--- config.mk ---
export PLATFORM = sky130hd
export DESIGN_NAME = dcache_plru_updater_flat
export DESIGN_NICKNAME = d
export VERILOG_FILES = /design/src/rtl/dcache_lru_pkg.sv /design/src/rtl/dcache_plru_updater_if.sv /design/src/rtl/dcache_plru_tree.sv /design/src/rtl/dcache_plru_updater.sv /design/src/flat_wrapper.sv
export SDC_FILE = /design/constraint.sdc
export NUM_CORES = 1
export LEC_CHECK = 0
export CAP_MARGIN = 15
export CORE_UTILIZATION = 41
export DETAILED_ROUTE_END_ITERATION = 8
export PLACE_DENSITY_LB_ADDON = 0.3
export SKIP_CTS_REPAIR_TIMING = 1
export SYNTH_ARGS = -nofsm -noshare
export SYNTH_HDL_FRONTEND = slang
export SYNTH_HIERARCHICAL = 1
export SYNTH_SLANG_ARGS = --single-unit
--- constraint.sdc ---
create_clock -name clock -period 2.25 [get_ports clock]
set_clock_uncertainty 0.2 [all_clocks]
set_input_delay 0.225 -clock clock [delete_from_list [all_inputs] [get_ports clock]]
set_output_delay 0.225 -clock clock [all_outputs]
set_load 0.1 [all_outputs]
--- src/rtl/dcache_lru_pkg.sv ---
// rtl/dcache_lru_pkg.sv - tree-PLRU constants, FSM states and victim/touch helpers
package dcache_lru_pkg;

  localparam int LOG2_WAYS_DEF = 2;
  localparam int WAYS_DEF      = 1 << LOG2_WAYS_DEF;
  localparam int STATE_W_DEF   = WAYS_DEF - 1;

  // Helpers work on the widest supported tree; callers pad and pass their own depth.
  localparam int MAX_LOG2_WAYS = 4;
  localparam int MAX_STATE_W   = (1 << MAX_LOG2_WAYS) - 1;

  typedef logic [MAX_STATE_W-1:0]   plru_state_t;
  typedef logic [MAX_LOG2_WAYS-1:0] plru_way_t;

  typedef enum logic {
    ST_INIT = 1'b0,
    ST_RUN  = 1'b1
  } plru_fsm_t;

  function automatic plru_way_t plru_victim(input plru_state_t state, input int log2_ways);
    plru_way_t   way;
    plru_state_t sh;
    int          node;
    way  = '0;
    node = 1;
    for (int lvl = 0; lvl < MAX_LOG2_WAYS; lvl++) begin
      if (lvl < log2_ways) begin
        sh   = state >> (node - 1);
        way  = {way[MAX_LOG2_WAYS-2:0], sh[0]};
        node = 2 * node + int'(sh[0]);
      end
    end
    return way;
  endfunction

  function automatic plru_state_t plru_touch(input plru_state_t state, input plru_way_t way,
                                             input int log2_ways);
    plru_state_t nxt;
    plru_state_t one;
    plru_way_t   wsh;
    int          node;
    nxt  = state;
    one  = plru_state_t'(1);
    node = 1;
    for (int lvl = 0; lvl < MAX_LOG2_WAYS; lvl++) begin
      if (lvl < log2_ways) begin
        wsh = way >> (log2_ways - 1 - lvl);
        if (wsh[0]) nxt = nxt & ~(one << (node - 1));
        else        nxt = nxt | (one << (node - 1));
        node = 2 * node + int'(wsh[0]);
      end
    end
    return nxt;
  endfunction

endpackage

--- src/rtl/dcache_plru_updater_if.sv ---
// rtl/dcache_plru_updater_if.sv - request/response and LRU RAM port bundle
interface dcache_plru_updater_if #(
  parameter int LOG2_WAYS  = 2,
  parameter int INDEX_BITS = 8
);
  logic                          req_valid;
  logic                          req_ready;
  logic                          req_alloc;
  logic [INDEX_BITS-1:0]         req_index;
  logic [LOG2_WAYS-1:0]          req_way;
  logic                          rsp_valid;
  logic [LOG2_WAYS-1:0]          rsp_way;
  logic                          lru_rden;
  logic [INDEX_BITS-1:0]         lru_rdaddress;
  logic [(1<<LOG2_WAYS)-2:0]     lru_q;
  logic                          lru_wren;
  logic [INDEX_BITS-1:0]         lru_wraddress;
  logic [(1<<LOG2_WAYS)-2:0]     lru_data;

  modport master (
    output req_valid, req_alloc, req_index, req_way, lru_q,
    input  req_ready, rsp_valid, rsp_way, lru_rden, lru_rdaddress,
           lru_wren, lru_wraddress, lru_data
  );

  modport slave (
    input  req_valid, req_alloc, req_index, req_way, lru_q,
    output req_ready, rsp_valid, rsp_way, lru_rden, lru_rdaddress,
           lru_wren, lru_wraddress, lru_data
  );
endinterface

--- src/rtl/dcache_plru_tree.sv ---
// rtl/dcache_plru_tree.sv - combinational PLRU step: state in -> way and updated state
module dcache_plru_tree
  import dcache_lru_pkg::*;
#(
  parameter int LOG2_WAYS = 2
) (
  input  logic [(1<<LOG2_WAYS)-2:0] state,
  input  logic                      alloc,
  input  logic [LOG2_WAYS-1:0]      hit_way,
  output logic [LOG2_WAYS-1:0]      way,
  output logic [(1<<LOG2_WAYS)-2:0] next_state
);
  localparam int WAYS = 1 << LOG2_WAYS;

  plru_state_t state_ext;
  plru_state_t next_ext;
  plru_way_t   victim_ext;
  plru_way_t   touch_ext;

  always_comb begin
    state_ext  = plru_state_t'(state);
    victim_ext = plru_victim(state_ext, LOG2_WAYS);
    touch_ext  = alloc ? victim_ext : plru_way_t'(hit_way);
    next_ext   = plru_touch(state_ext, touch_ext, LOG2_WAYS);
  end

  assign way        = touch_ext[LOG2_WAYS-1:0];
  assign next_state = next_ext[WAYS-2:0];

  // Padding bits above this tree's depth always stay zero.
  generate
    if (LOG2_WAYS < MAX_LOG2_WAYS) begin : g_pad
      logic unused_hi;
      assign unused_hi = ^{touch_ext[MAX_LOG2_WAYS-1:LOG2_WAYS], next_ext[MAX_STATE_W-1:WAYS-1]};
    end
  endgenerate
endmodule

--- src/rtl/dcache_plru_updater.sv ---
// rtl/dcache_plru_updater.sv - PLRU read-modify-write updater; DCACHE_PLRU_BYPASS_EN forwards same-index state instead of stalling
module dcache_plru_updater
  import dcache_lru_pkg::*;
#(
  parameter int LOG2_WAYS  = 2,
  parameter int INDEX_BITS = 8
) (
  input  logic                 clock,
  input  logic                 aclr,
  dcache_plru_updater_if.slave bus
);
  localparam int STATE_W = (1 << LOG2_WAYS) - 1;

  plru_fsm_t              state;
  plru_fsm_t              state_nxt;
  logic [INDEX_BITS-1:0]  init_cnt;
  logic                   s1_valid;
  logic                   s1_alloc;
  logic [INDEX_BITS-1:0]  s1_index;
  logic [LOG2_WAYS-1:0]   s1_way;
  logic [STATE_W-1:0]     tree_in;
  logic [STATE_W-1:0]     tree_out;
  logic [LOG2_WAYS-1:0]   tree_way;
  logic                   same_stall;
  logic                   ready;
  logic                   accept;

`ifdef DCACHE_PLRU_BYPASS_EN
  logic                   byp_valid;
  logic [INDEX_BITS-1:0]  byp_index;
  logic [STATE_W-1:0]     byp_data;

  // RAM read of the same set was issued before last cycle's write landed.
  always_ff @(posedge clock or posedge aclr) begin
    if (aclr) begin
      byp_valid <= 1'b0;
      byp_index <= '0;
      byp_data  <= '0;
    end else begin
      byp_valid <= s1_valid;
      byp_index <= s1_index;
      byp_data  <= tree_out;
    end
  end

  assign tree_in    = (byp_valid && (byp_index == s1_index)) ? byp_data : bus.lru_q;
  assign same_stall = 1'b0;
`else
  assign tree_in    = bus.lru_q;
  assign same_stall = s1_valid && (bus.req_index == s1_index);
`endif

  dcache_plru_tree #(.LOG2_WAYS(LOG2_WAYS)) u_tree (
    .state      (tree_in),
    .alloc      (s1_alloc),
    .hit_way    (s1_way),
    .way        (tree_way),
    .next_state (tree_out)
  );

  always_ff @(posedge clock or posedge aclr) begin
    if (aclr) state <= ST_INIT;
    else      state <= state_nxt;
  end

  always_ff @(posedge clock or posedge aclr) begin
    if (aclr)                  init_cnt <= '0;
    else if (state == ST_INIT) init_cnt <= init_cnt + 1'b1;
  end

  always_comb begin
    state_nxt         = state;
    ready             = 1'b0;
    bus.lru_rden      = 1'b0;
    bus.lru_rdaddress = '0;
    bus.lru_wren      = 1'b0;
    bus.lru_wraddress = '0;
    bus.lru_data      = '0;
    bus.rsp_valid     = 1'b0;
    bus.rsp_way       = '0;
    // Every output is forced low while reset is held, including the INIT sweep.
    if (!aclr) begin
      case (state)
        ST_INIT: begin
          bus.lru_wren      = 1'b1;
          bus.lru_wraddress = init_cnt;
          if (&init_cnt) state_nxt = ST_RUN;
        end
        ST_RUN: begin
          ready             = !same_stall;
          bus.lru_rden      = !same_stall && bus.req_valid;
          bus.lru_rdaddress = (!same_stall && bus.req_valid) ? bus.req_index : '0;
          bus.lru_wren      = s1_valid;
          bus.lru_wraddress = s1_valid ? s1_index : '0;
          bus.lru_data      = s1_valid ? tree_out : '0;
          bus.rsp_valid     = s1_valid;
          bus.rsp_way       = s1_valid ? tree_way : '0;
        end
        default: state_nxt = ST_INIT;
      endcase
    end
    bus.req_ready = ready;
  end

  assign accept = ready && bus.req_valid;

  always_ff @(posedge clock or posedge aclr) begin
    if (aclr) begin
      s1_valid <= 1'b0;
      s1_alloc <= 1'b0;
      s1_index <= '0;
      s1_way   <= '0;
    end else begin
      s1_valid <= accept;
      if (accept) begin
        s1_alloc <= bus.req_alloc;
        s1_index <= bus.req_index;
        s1_way   <= bus.req_way;
      end
    end
  end
endmodule
--- src/flat_wrapper.sv ---
// flat-port wrapper written by rule: the top's interface ports become plain ports
module dcache_plru_updater_flat import dcache_lru_pkg::*;
#(
  parameter int LOG2_WAYS  = 2,
  parameter int INDEX_BITS = 8
)
  (clock, aclr, bus_req_valid, bus_req_alloc, bus_req_index, bus_req_way, bus_lru_q, bus_req_ready, bus_rsp_valid, bus_rsp_way, bus_lru_rden, bus_lru_rdaddress, bus_lru_wren, bus_lru_wraddress, bus_lru_data);
  dcache_plru_updater_if #(.LOG2_WAYS(LOG2_WAYS), .INDEX_BITS(INDEX_BITS)) bus_i ();
  input  logic clock;
  input  logic aclr;
  input wire logic [$bits(bus_i.req_valid)-1:0] bus_req_valid;
  input wire logic [$bits(bus_i.req_alloc)-1:0] bus_req_alloc;
  input wire logic [$bits(bus_i.req_index)-1:0] bus_req_index;
  input wire logic [$bits(bus_i.req_way)-1:0] bus_req_way;
  input wire logic [$bits(bus_i.lru_q)-1:0] bus_lru_q;
  output wire logic [$bits(bus_i.req_ready)-1:0] bus_req_ready;
  output wire logic [$bits(bus_i.rsp_valid)-1:0] bus_rsp_valid;
  output wire logic [$bits(bus_i.rsp_way)-1:0] bus_rsp_way;
  output wire logic [$bits(bus_i.lru_rden)-1:0] bus_lru_rden;
  output wire logic [$bits(bus_i.lru_rdaddress)-1:0] bus_lru_rdaddress;
  output wire logic [$bits(bus_i.lru_wren)-1:0] bus_lru_wren;
  output wire logic [$bits(bus_i.lru_wraddress)-1:0] bus_lru_wraddress;
  output wire logic [$bits(bus_i.lru_data)-1:0] bus_lru_data;
  assign bus_i.req_valid = bus_req_valid;
  assign bus_i.req_alloc = bus_req_alloc;
  assign bus_i.req_index = bus_req_index;
  assign bus_i.req_way = bus_req_way;
  assign bus_i.lru_q = bus_lru_q;
  assign bus_req_ready = bus_i.req_ready;
  assign bus_rsp_valid = bus_i.rsp_valid;
  assign bus_rsp_way = bus_i.rsp_way;
  assign bus_lru_rden = bus_i.lru_rden;
  assign bus_lru_rdaddress = bus_i.lru_rdaddress;
  assign bus_lru_wren = bus_i.lru_wren;
  assign bus_lru_wraddress = bus_i.lru_wraddress;
  assign bus_lru_data = bus_i.lru_data;
  dcache_plru_updater #(.LOG2_WAYS(LOG2_WAYS), .INDEX_BITS(INDEX_BITS)) u_core (.clock(clock), .aclr(aclr), .bus(bus_i));
endmodule
==> out/metrics.cfg, run 1 <==
[worst_setup_path]
path_class = reg2out
crit_chain = xor2_1, nor4_4, a41oi_2, buf_6, and2_4, buf_12
crit_end = bus_lru_rdaddress[7]
r2r-end = u_core/s1_way[1]$_DFFE_PP0P_
r2r_cells = 6
setup.worst_path.end_class = output port
crit_start = u_core/s1_index[1]$_DFFE_PP0P_
cp.arrival_ns = 1.86
timing.rr.start = u_core/s1_index[1]$_DFFE_PP0P_
cp_slowest_cell = dfrtp_1
crit_fanout = 10
r2r_slack_ns = 0.28
slowest_delay_ns = 0.42
required_ns = 1.82
start_kind = flip-flop

[cells_and_area]
antennaDiodeCount = 0
layout.nets = 200
final_common_cell = buf_12
final_cell_mix = buf_12, dfrtp_1, buf_4, clkdlybuf4s50_1, mux2_2
drive_gt1_share_pct = 51.9
num-fill-cells = 181
seq_area_um2 = 528
area_growth_syn_to_layout_pct = 75.1
multi_input_area_um2 = 833
final_util_pct = 78.8

[synthesis]
yosysWarnings = 6
synth-compound-area-share_pct = 7.60
ys_seq_area_share_pct = 40.9
muxShareOfSynthArea_pct = 13.5
synth_cell_types = 34
synth.avg_cell_area_um2 = 10.5
netlist.area_leader.share_pct = 40.9
yosys.area.top_type = dfrtp_1
netlist_top_cells_area = dfrtp_1, mux2_2, xor2_1
yosys.area_share.adder_pct = 0.975
synth_top_family_by_area = simple AND/OR/NAND/NOR gates
synth_seq_cells = 21
synthXorXnorAreaFrac_pct = 10.2
synth_area_mm2 = 0.00128
synthSimpleGateAreaFrac_pct = 23.8
synth_nets = 140
syn_inst = 122

[timing]
slew_headroom_pct = 78.9
setup_viol = 9
worst_pin_slew_ns = 0.316
fin_crit_ns = 2.29
fmax_mhz = 437
hold_viol = 0
fin_ws_ns = -0.0386
finalMaxSlewViolations = 0
period_share_pct = 102
rsz0062_at_grt = true

[floorplanning]
coreArea_mm2 = 0.00285
io_pins = 42
num_rows = 19
die_h_um = 58.0
initial_core_util_pct = 45.0
fp.dieW_um = 58.0
dieArea_mm2 = 0.00336

[clocking]
clock_path_buffers = 2
cts_buffers = 3
cts_tree = done
clk_latency_ns = 0.29
clk_pin_slew_ns = 0.12
cts_sinks = 21
clock-root-buffer = clkbuf_4
h-tree-depth = 1

[detailed_routing]
vias = 1104
drc = 4
drt-pass1-iter-count = 6
via_per_inst = 5.21
wirelength_um = 3170
wire_per_inst_um = 14.9
ant_nets = 0
drtIter0Drc = 31

[place]
place_congestion = 0.777
io_buffers = 41
hpwl_um = 2460

[pwr]
power.density_mw_per_mm2 = 306
total_power_mw = 0.687
vdd_drop_max_uv = 212
p_leak_nw = 0.969

[run_status]
outcome = finished with violations
failed_checks = DRC, setup timing

[grt]
gr-usage-all-layers_pct = 19.9
antenna_found_initial = 0
overflow = 0
grt_max_degree = 24
grt_pass1_wl_um = 5120
grt_pass1_vias = 1136

[hold_path]
min_path_type = in2async

[run]
drv_cap = 0

==> per-layer routing <==
layer | part of all wire (%) | GRT usage [%] | up-vias
met5 | 0 | 0 | -
met4 | 0.60 | 6.46 | 0
li1 | - | - | 543
met2 | 54 | 35.8 | 29
met1 | 40 | 24.7 | 530
met3 | 4.9 | 2.46 | 2
==> critical path, delay by kind of cell (launching register included) <==
family                    cells  cell delay, ns
and+or+nand+nor               2            0.47
DFF                           1            0.42
buffers and inverters         2            0.33
AOI/OAI and AO/OA             1            0.16
xor gates and xnor gates      1            0.17
==> cells in the mapped netlist (all sizes together) <==
library cell	instances
a211o	1
a21oi	8
a221o	1
a31oi	1
a41oi	2
and2	13
and3	3
and3b	1
buf	2
clkbuf	3
dfrtp	21
ha	1
inv	3
mux2	12
mux2i	3
nand2	2
nand2b	7
nand3	10
nand4	2
nor2	4
nor2b	2
nor3	2
nor3b	1
nor4	1
o21bai	1
xnor2	6
xor2	9
==> where the power goes <==
part           internal [mW]  total, mW  leakage [nW]  switching, mW
registers              0.377      0.377         0.276              0
clock network         0.0690      0.181        0.0150          0.112
logic                 0.0610      0.129         0.678         0.0680
total                  0.507      0.687         0.969          0.180
==> kinds of logic after synthesis <==
| logic type | count (synthesis) |
|---|---|
| XOR/XNOR | 15 |
| multiplexers | 15 |
| buffers and inverters | 8 |
| AND/OR/NAND/NOR | 48 |
| AO/OA/AOI/OAI | 14 |
| adder cells (fa/ha/maj) | 1 |
| flip-flops | 21 |
==> registers in the layout, summed over array words and instances, names as in the netlist <==
signal and cells:
u_core/s1_valid 1, u_core/init_cnt 8, u_core/s1_index 8, u_core/s1_alloc 1, u_core/state 1, u_core/s1_way 2
==> final cells by class <==
class,instances,share of cell area (%)
clock buffers,4,1.17
inverters,3,0.668
multi-input cells,93,37.1
flip-flops and latches,21,23.5
well taps,31,1.73
repair buffers,60,35.9
==> worst min path at each step <==
stage                                endpoint  cells after the start                           start  slack, ns
5_1_grt          u_core/s1_way[0]$_DFFE_PP0P_                      3                            aclr       0.22
2_1_floorplan  u_core/init_cnt[0]$_DFFE_PP0N_                      2                            aclr       0.16
6_report         u_core/s1_way[1]$_DFFE_PP0P_                      3                            aclr       0.18
3_3_place_gp   u_core/init_cnt[2]$_DFFE_PP0N_                      1  u_core/init_cnt[2]$_DFFE_PP0N_       0.28
3_5_place_dp   u_core/init_cnt[7]$_DFFE_PP0N_                      1  u_core/init_cnt[7]$_DFFE_PP0N_       0.29
4_1_cts           u_core/s1_alloc$_DFFE_PP0P_                      3                            aclr       0.17
==> through the flow <==
| stage | setup TNS [ns] | worst slack [ns] | instances | area (µm²) | hold WS (ns) |
|---|---|---|---|---|---|
| floorplan | -1.58 | -0.169 | 122 | 1380 | 0.159 |
| global placement | -0.697 | -0.0661 | 205 | 2170 | 0.282 |
| detailed placement | -1.42 | -0.154 | 205 | 2170 | 0.294 |
| CTS | -1.68 | -0.201 | 209 | 2200 | 0.168 |
| global route | -0.984 | -0.117 | 212 | 2250 | 0.217 |
| finish | -0.275 | -0.0386 | 212 | 2250 | 0.178 |
No activity file was read; power rests on OpenSTA's default activity.
==> run 2: changes to the inputs <==
CTS_CLUSTER_DIAMETER = 200   (was unset)
RECOVER_POWER = 50   (was unset)
==> run 2 against run 1 <==
Effect of this change: die area unchanged; maximum frequency unchanged; the run still ends with DRC, setup timing left; non-clock buffer count unchanged; sequential share of layout area about the same; critical path type unchanged.
==> out/metrics.cfg, run 2 (synthesis gave the netlist of run 1 again) <==
[worst_setup_path]
slowest_delay_ns = 0.42
setup.worst_path.end_class = output port
crit_end = bus_lru_rdaddress[7]
cp.arrival_ns = 1.86
start_kind = flip-flop
r2r-end = u_core/s1_way[1]$_DFFE_PP0P_
crit_family = simple AND/OR/NAND/NOR gates
required_ns = 1.82
cp_num_buf_inv = 2
crit_start = u_core/s1_index[1]$_DFFE_PP0P_
crit_fanout = 10
path_class = reg2out
cp.depth = 6
cp_slowest_cell = dfrtp_1
timing.rr.start = u_core/s1_index[1]$_DFFE_PP0P_
r2r_cells = 6
r2r_slack_ns = 0.28
crit_chain = xor2_1, nor4_4, a41oi_2, buf_6, and2_4, buf_12

[clocking]
cts_tree = done
clk_latency_ns = 0.29
cts_buffers = 3
clk_pin_slew_ns = 0.12
cts_sinks = 21
clock-root-buffer = clkbuf_4
h-tree-depth = 1
clock_path_buffers = 2

[pwr]
pwr-share-seq_pct = 54.9
power.density_mw_per_mm2 = 306
total_power_mw = 0.687
clkPwrFrac_pct = 26.3
p_sw_mw = 0.180
comb_power_share_pct = 18.7
vdd_drop_max_uv = 212
p_leak_nw = 0.971
swShare_pct = 26.2
intPower_mw = 0.507

[place]
io_buffers = 41
dp_slack_ns = -0.154
place_area_mm2 = 0.00217
hpwl_um = 2460
place_congestion = 0.777

[timing]
fin_crit_ns = 2.29
hold_viol = 0
rsz0062_at_grt = true
period_share_pct = 102
fin_ws_ns = -0.0386
fmax_mhz = 437
setup_viol = 9
slew_headroom_pct = 76.3
finalMaxSlewViolations = 0
worst_pin_slew_ns = 0.355

[detailed_routing]
drtIter0Drc = 31
wl_met1_um = 1270
wl_met2_um = 1720
top_layer = met4
drc = 4
vias = 1104
via_per_inst = 5.21
wl_met3_um = 155
wire_per_inst_um = 14.9
drt-pass1-iter-count = 6
wirelength_um = 3170
ant_nets = 0

[grt]
grt_max_degree = 24
grt_pass1_wl_um = 5120
antenna_found_initial = 0
overflow = 0
gr-usage-all-layers_pct = 19.9
grt_pass1_vias = 1136

[floorplanning]
fp.dieW_um = 58.0
io_pins = 42
coreArea_mm2 = 0.00285
initial_core_util_pct = 45.0
die_h_um = 58.0
num_rows = 19
dieArea_mm2 = 0.00336

[run]
drv_cap = 0

[cells_and_area]
antennaDiodeCount = 0
top_regs = u_core/init_cnt (8), u_core/s1_index (8), u_core/s1_way (2)
fin_area_mm2 = 0.00225
final_cell_mix = buf_12, dfrtp_1, buf_4, clkdlybuf4s50_1, mux2_2
final_util_pct = 78.8
num-fill-cells = 182
final_common_cell = buf_12
layout.nets = 200
drive_gt1_share_pct = 51.4
area_growth_syn_to_layout_pct = 75.0

[hold_path]
min_path_type = in2async

[run_status]
outcome = finished with violations
failed_checks = DRC, setup timing

run 2: cell types whose count changed in the layout (fill, tap and decap cells not counted):
cell / delta
dfrtp_1: +1
clkdlybuf4s50_1: -1
dfrtp_2: -1
dlygate4sd3_1: +1
run 2: area by class of cell:
class                      instances  area [µm²]  share of cell area [%]
multi-input combinational         93         833                    37.1
tap                               31        38.8                    1.73
timing repair buffer              60         807                    35.9
sequential                        21         527                    23.4
inverter                           3        15.0                   0.668
clock buffer                       4        26.3                    1.17
run 2: metal layers:
layer	vias to the layer above	GRT usage [%]
li1	543	-
met4	0	6.46
met1	530	24.7
met3	2	2.46
met5	-	0
met2	29	35.8
run 2: power groups by stage:
stage / clock network [mW] / logic [mW] / registers, mW
2_1_floorplan: 0 / 0.0568 / 0.385
3_3_place_gp: 0 / 0.126 / 0.385
3_5_place_dp: 0 / 0.128 / 0.385
4_1_cts: 0.196 / 0.129 / 0.377
5_1_grt: 0.204 / 0.135 / 0.377
6_report: 0.181 / 0.129 / 0.377
run 2: tightest hold or removal path, stage by stage:
cell and delay [ns]:
dlygate4sd3_1 0.58, clkinvlp_4 0.10, buf_4 0.30
run 2: how the worst min path moves through the flow:
stage                                   startpoint                        endpoint  slack, ns
floorplan                                     aclr  u_core/init_cnt[0]$_DFFE_PP0N_       0.16
global placement    u_core/init_cnt[2]$_DFFE_PP0N_  u_core/init_cnt[2]$_DFFE_PP0N_       0.28
detailed placement  u_core/init_cnt[7]$_DFFE_PP0N_  u_core/init_cnt[7]$_DFFE_PP0N_       0.29
CTS                                           aclr     u_core/s1_alloc$_DFFE_PP0P_       0.17
global route                        bus_req_way[0]    u_core/s1_way[0]$_DFFE_PP0P_       0.32
finish                                        aclr    u_core/s1_way[1]$_DFFE_PP0P_       0.30
run 2: stage by stage:
| stage | hold slack (ns) | instances | TNS, ns |
|---|---|---|---|
| 6_report | 0.298 | 212 | -0.275 |
| 5_1_grt | 0.323 | 212 | -1.18 |
| 4_1_cts | 0.168 | 209 | -1.68 |
| 3_5_place_dp | 0.294 | 205 | -1.42 |
| 3_3_place_gp | 0.282 | 205 | -0.697 |
| 2_1_floorplan | 0.159 | 122 | -1.58 |
==> run 3: changes to the inputs <==
CORE_MARGIN = 10   (was unset)
clock period = 2.1 ns   (was 2.25 ns; I/O delays follow)
==> run 3 against run 2 <==
Effect of this change: the flow finishes with violations (setup timing); via count rose by 5.9%; hold slack lost 0.043 ns; core utilization fell by 2.0 points; critical path depth unchanged; register-to-register slack lost 0.18 ns; sequential share of layout area decreased by 0.78 points; combinational power grew 11%; die area rose by 72%; clock power grew 14%; wire length is 23% higher; sequential power is 7.2% higher; critical endpoint is now bus_req_ready.
==> out/metrics.cfg, run 3 (synthesis gave the netlist of run 1 again) <==
[run_status]
outcome = finished with violations
failed_checks = setup timing

[clocking]
clk_pin_slew_ns = 0.13
clk_latency_ns = 0.30
cts_tree = done
clock_path_buffers = 2
cts_sinks = 21
h-tree-depth = 1
cts_buffers = 3
clock-root-buffer = clkbuf_4

[place]
place_congestion = 0.829
place_area_mm2 = 0.00225
io_buffers = 41
hpwl_um = 3030

[timing]
period_share_pct = 111
setup_viol = 16
finalMaxSlewViolations = 0
rsz0062_at_grt = true
worst_pin_slew_ns = 0.825
fin_crit_ns = 2.32
fin_ws_ns = -0.222
fmax_mhz = 431
hold_viol = 0
slew_headroom_pct = 45.0

[detailed_routing]
wire_per_inst_um = 17.2
vias = 1169
ant_nets = 0
drc = 0
via_per_inst = 5.15
wirelength_um = 3900
drt-pass1-iter-count = 6
drtIter0Drc = 42

[worst_setup_path]
r2r_slack_ns = 0.10
start_kind = flip-flop
path_class = reg2out
crit_fanout = 3
r2r-end = u_core/s1_way[1]$_DFFE_PP0P_
cp.arrival_ns = 1.91
r2r_cells = 6
required_ns = 1.69
setup.worst_path.end_class = output port
timing.rr.start = u_core/s1_index[2]$_DFFE_PP0P_

[pwr]
vdd_drop_max_uv = 221
comb_power_share_pct = 19.0
clkPwrFrac_pct = 27.4
swShare_pct = 27.9
total_power_mw = 0.754
p_leak_nw = 0.983
pwr-share-seq_pct = 53.7
power.density_mw_per_mm2 = 324
intPower_mw = 0.543
p_sw_mw = 0.210

[cells_and_area]
final_cell_mix = buf_12, dfrtp_1, buf_4, clkdlybuf4s50_1, and2_4
fin_area_mm2 = 0.00232
num-fill-cells = 188
area_growth_syn_to_layout_pct = 81.1
drive_gt1_share_pct = 51.4
top_regs = u_core/init_cnt (8), u_core/s1_index (8), u_core/s1_way (2)
multi_input_area_um2 = 886
layout.nets = 202
seq_area_um2 = 527
final_common_cell = buf_12
antennaDiodeCount = 0

[grt]
grt_pass1_wl_um = 6270
overflow = 0
grt_pass1_vias = 1289
antenna_found_initial = 0
grt_max_degree = 16
gr-usage-all-layers_pct = 12.8

[floorplanning]
initial_core_util_pct = 42.4
io_pins = 42
dieArea_mm2 = 0.00577
fp.dieW_um = 76.0
die_h_um = 76.0
coreArea_mm2 = 0.00303
num_rows = 20

[run]
drv_cap = 0

[hold_path]
min_path_type = in2async

-- run 3: changes by cell type in the layout (fill, tap and decap cells not counted), moves of 4 or more --
cell,previous run,this run
and2_2,5,0
and2_4,8,13
a21oi_2,4,0
a21oi_4,3,7
-- run 3: worst max-delay path, cell delays in order (launching register included) --
cell     delay [ns]
dfrtp_1        0.43
xor2_1         0.18
nor4_4         0.33
buf_4          0.17
nand4_1        0.11
and3_4         0.22
buf_12         0.16
-- run 3: cell type report --
type,instances,share of cell area [%]
Timing Repair Buffer,62,35.2
Clock buffer,4,1.13
Tap cell,44,2.37
Sequential cell,21,22.7
Inverter,3,0.538
Multi-Input combinational cell,93,38.1
-- run 3: routing by layer --
metal / global-route usage [%] / up-vias / wire [µm]
li1: - / 548 / -
met1: 14.5 / 575 / 1610
met2: 22.6 / 38 / 2010
met3: 3.89 / 8 / 196
met4: 3.41 / 0 / 80
met5: 0 / - / 0
-- run 3: worst max path at each step --
stage / start / endpoint / slack, ns / depth (start not counted)
finish: u_core/s1_index[2]$_DFFE_PP0P_ / bus_req_ready / -0.22 / 6
global route: u_core/s1_index[2]$_DFFE_PP0P_ / bus_req_ready / -0.33 / 6
CTS: u_core/s1_index[7]$_DFFE_PP0P_ / bus_lru_rdaddress[0] / -0.35 / 5
detailed placement: bus_req_index[5] / u_core/s1_alloc$_DFFE_PP0P_ / -0.28 / 6
global placement: bus_req_index[4] / u_core/s1_way[1]$_DFFE_PP0P_ / -0.23 / 6
floorplan: u_core/s1_valid$_DFF_PP0_ / bus_lru_wraddress[0] / -0.21 / 4
-- run 3: power groups by stage --
stage / Clock [mW] / Combinational [mW] / Sequential, mW
final: 0.206 / 0.143 / 0.404
after global routing: 0.226 / 0.151 / 0.404
after CTS: 0.207 / 0.143 / 0.404
after detailed placement: 0 / 0.142 / 0.412
after global placement: 0 / 0.140 / 0.412
after floorplan: 0 / 0.0650 / 0.412
-- run 3: metrics by stage --
stage	setup WS (ns)	cells	setup TNS, ns	utilization, %	hold slack, ns
floorplan	-0.206	122	-0.206	-	0.0789
global placement	-0.226	219	-2.50	74.4	0.278
detailed placement	-0.284	219	-2.73	74.4	0.284
CTS	-0.351	223	-3.37	75.2	0.128
global route	-0.335	227	-3.61	76.8	0.270
finish	-0.222	227	-2.15	76.8	0.255
==> patch, RTL diff (config.mk and constraints of run 2) <==
Build with the macro `DCACHE_PLRU_BYPASS_EN` defined.
--- a/src/rtl/dcache_plru_updater.sv
+++ b/src/rtl/dcache_plru_updater.sv
@@ -1,4 +1,6 @@
 // rtl/dcache_plru_updater.sv - PLRU read-modify-write updater; DCACHE_PLRU_BYPASS_EN forwards same-index state instead of stalling
+`define DCACHE_PLRU_BYPASS_EN
+
 module dcache_plru_updater
   import dcache_lru_pkg::*;
 #(
Behaviour: no difference found for any inputs over 10 cycles, from zero or initial values; that may be too few to reach the edited logic, so the function may still have changed.
==> patch against run 2 <==
  * Global-route usage up 2.1 points
  * The run ends with negative setup slack left
  * Critical path type unchanged
  * Total power up 81%
  * Synthesized area up 27%
  * Worst setup slack worse by 0.57 ns
  * Count of clock-buffer cells in the layout up 1
  * Routed wire length up 34%
  * Design area up 19%
  * Critical endpoint is now bus_lru_data[1]
  * Sequential cell count up 12
==> patch: results (changes against run 2) <==
[run_status]
violations = negative setup slack
result_of_the_run = finished, violations left

[placement]
buffer_ports.inserted = 41  ; unchanged
place_congestion = 0.8339  ; +7.3%
post-dp-hpwl_um = 2968  ; +21%
placed_cell_area_mm2 = 0.002517  ; +16%

[yosys]
post_synthesis_compound_gate_area_fraction = 0.04817  ; -0.02786
synthTopCellsByCount = dfrtp_1 (33), and3_1 (15), xnor2_1 (15)
mappedNetlistNets = 156  ; +11%
seq_area_frac_synth = 0.5046  ; +0.09523
postSynth.topFlopCell = dfrtp_1
synth_warnings = 6  ; unchanged
synth_fa_ha_area_frac = 0.007645  ; -0.002101
synth.distinct_cells = 32  ; -5.9%
mux_share_of_post_synthesis_cell_area = 0.1384  ; +0.003876
ys_async_sr_fraction = 1.000  ; unchanged
synth_xor_xnor_area_share = 0.08028  ; -0.02206
netlist_top_cells_area = dfrtp_1 (50%), mux2_4 (8.3%), xnor2_1 (8.0%)

[layout]
antennaDiodeCount = 0  ; unchanged
drive_gt1_frac = 0.4532  ; -0.06061
finalNetCount = 221  ; +11%
fillers = 270  ; +48%
biggestRegsByFlops = u_core/byp_index x8, u_core/init_cnt x8, u_core/s1_index x8

[worst_setup_path]
critical_path.max_stage_delay_ns = 0.38  ; -0.04 ns
critical_path_peak_fanout = 3  ; -7
critical-path-top-delay-family = simple AND/OR/NAND/NOR gates
worst-endpoint-arrival_ns = 2.44  ; +0.58 ns
worstSetupStartpointType = flop

[sta]
final-setup-viol-count = 9  ; unchanged
tightest_slew_ns = 1.064  ; +0.7096 ns
worst_slack_ns = -0.6127  ; -0.5741 ns

[cts]
root_buffer = clkbuf_8
max-clock-path-buffers = 2  ; unchanged
cts-buffers-inserted = 5  ; +2
clkLatencyLatePin_ns = 0.28
worst_setup_hold_path_clk_slew_ns = 0.07  ; -0.05 ns
cts.htree.levels = 2  ; +1

[pwr]
leakage_nw = 1.174  ; +21%
switching_power_mw = 0.2802  ; +56%
vdd_ir_drop_max_mv = 0.3259  ; +54%

[route]
drt_pass1_iterations = 4  ; -2
detail_route.iter0.violations = 39  ; +26%
route.vias.total = 1313  ; +19%
avgRoutedWirePerCell_um = 16.96  ; +13%

[global_routing]
wire_length_of_the_first_global_routing_pass_um = 6775  ; +32%
pin_count_of_the_biggest_net_entering_global_routing = 34  ; +42%
globalRouteTotalUtil = 0.2202  ; +0.02104
antenna_found_initial = 0  ; unchanged
number_of_global_route_vias_before_repair = 1354  ; +19%

[worst_hold_path]
timing.hold.worst.class = flop to flop

-- patch: cell types whose count changed in the layout (fill, tap and decap cells not counted), moves of 6 or more --
cell	delta
nor2_2	+6
and3_2	+6
xor2_1	-9
dfrtp_1	+13
clkbuf_1	+9
xnor2_1	+6
nand3_1	-8
mux2_4	+10
a21oi_1	+7
mux2_2	-7
buf_4	-9
and2_4	-8
-- patch: cell type report --
type / instances / area (µm²) / area share
Timing Repair Buffer: 63 / 793.3 / 0.2970
Inverter: 3 / 11.26 / 0.004215
Multi-Input combinational cell: 97 / 877.1 / 0.3283
Sequential cell: 33 / 825.8 / 0.3091
Tap cell: 48 / 60.06 / 0.02248
Clock buffer: 5 / 68.82 / 0.02576
Clock inverter: 2 / 35.03 / 0.01311
-- patch: per-layer routing --
metal / GRT usage / wire length, µm
met1: 0.2769 / 1847
met2: 0.3595 / 2172
met3: 0.06076 / 177
met4: 0.08152 / 61
met5: 0 / 0
-- patch: final timing paths --
| check | from | endpoint | slack [ns] | cells past startpoint |
|---|---|---|---|---|
| worst min-delay path | u_core/init_cnt[0] | u_core/init_cnt[0] | 0.29 | 1 |
| min in group asynchronous | aclr | u_core/init_cnt[7] | 0.95 | 4 |
| worst min register to register | u_core/init_cnt[0] | u_core/init_cnt[0] | 0.29 | 1 |
| max in group asynchronous | aclr | u_core/byp_data[2] | 0.39 | 4 |
| worst max-delay path | u_core/byp_index[4] | bus_lru_data[1] | -0.61 | 9 |
| worst max register to register | u_core/byp_index[4] | u_core/byp_data[1] | 0.12 | 7 |
-- patch: power by group through the flow --
stage | logic (mW) | clock network (mW) | registers (mW)
2_1_floorplan | 0.0505 | 0 | 0.605
3_3_place_gp | 0.110 | 0 | 0.605
3_5_place_dp | 0.112 | 0 | 0.605
4_1_cts | 0.113 | 0.555 | 0.594
5_1_grt | 0.119 | 0.582 | 0.594
6_report | 0.113 | 0.538 | 0.594
-- patch: cells by family (layout without fill, tap and decap cells) --
family / count (synthesis) / after routing
buffers and inverters: 8 / 73
flip-flops: 33 / 33
multiplexers: 17 / 17
XOR/XNOR: 15 / 15
AO/OA/AOI/OAI: 13 / 13
AND/OR/NAND/NOR: 51 / 51
adder cells (fa/ha/maj): 1 / 1
-- patch: through the flow --
step                worst slack, ns  TNS [ns]  cells  power (mW)  utilization
floorplan                   -0.3294   -0.6609    138      0.6558            -
global placement            -0.3449    -1.117    240      0.7154       0.6725
detailed placement          -0.4154    -1.394    240      0.7173       0.6725
CTS                         -0.7339    -2.983    247       1.261       0.7002
global route                -0.7250    -4.265    251       1.294       0.7136
finish                      -0.6127    -3.014    251       1.245       0.7136
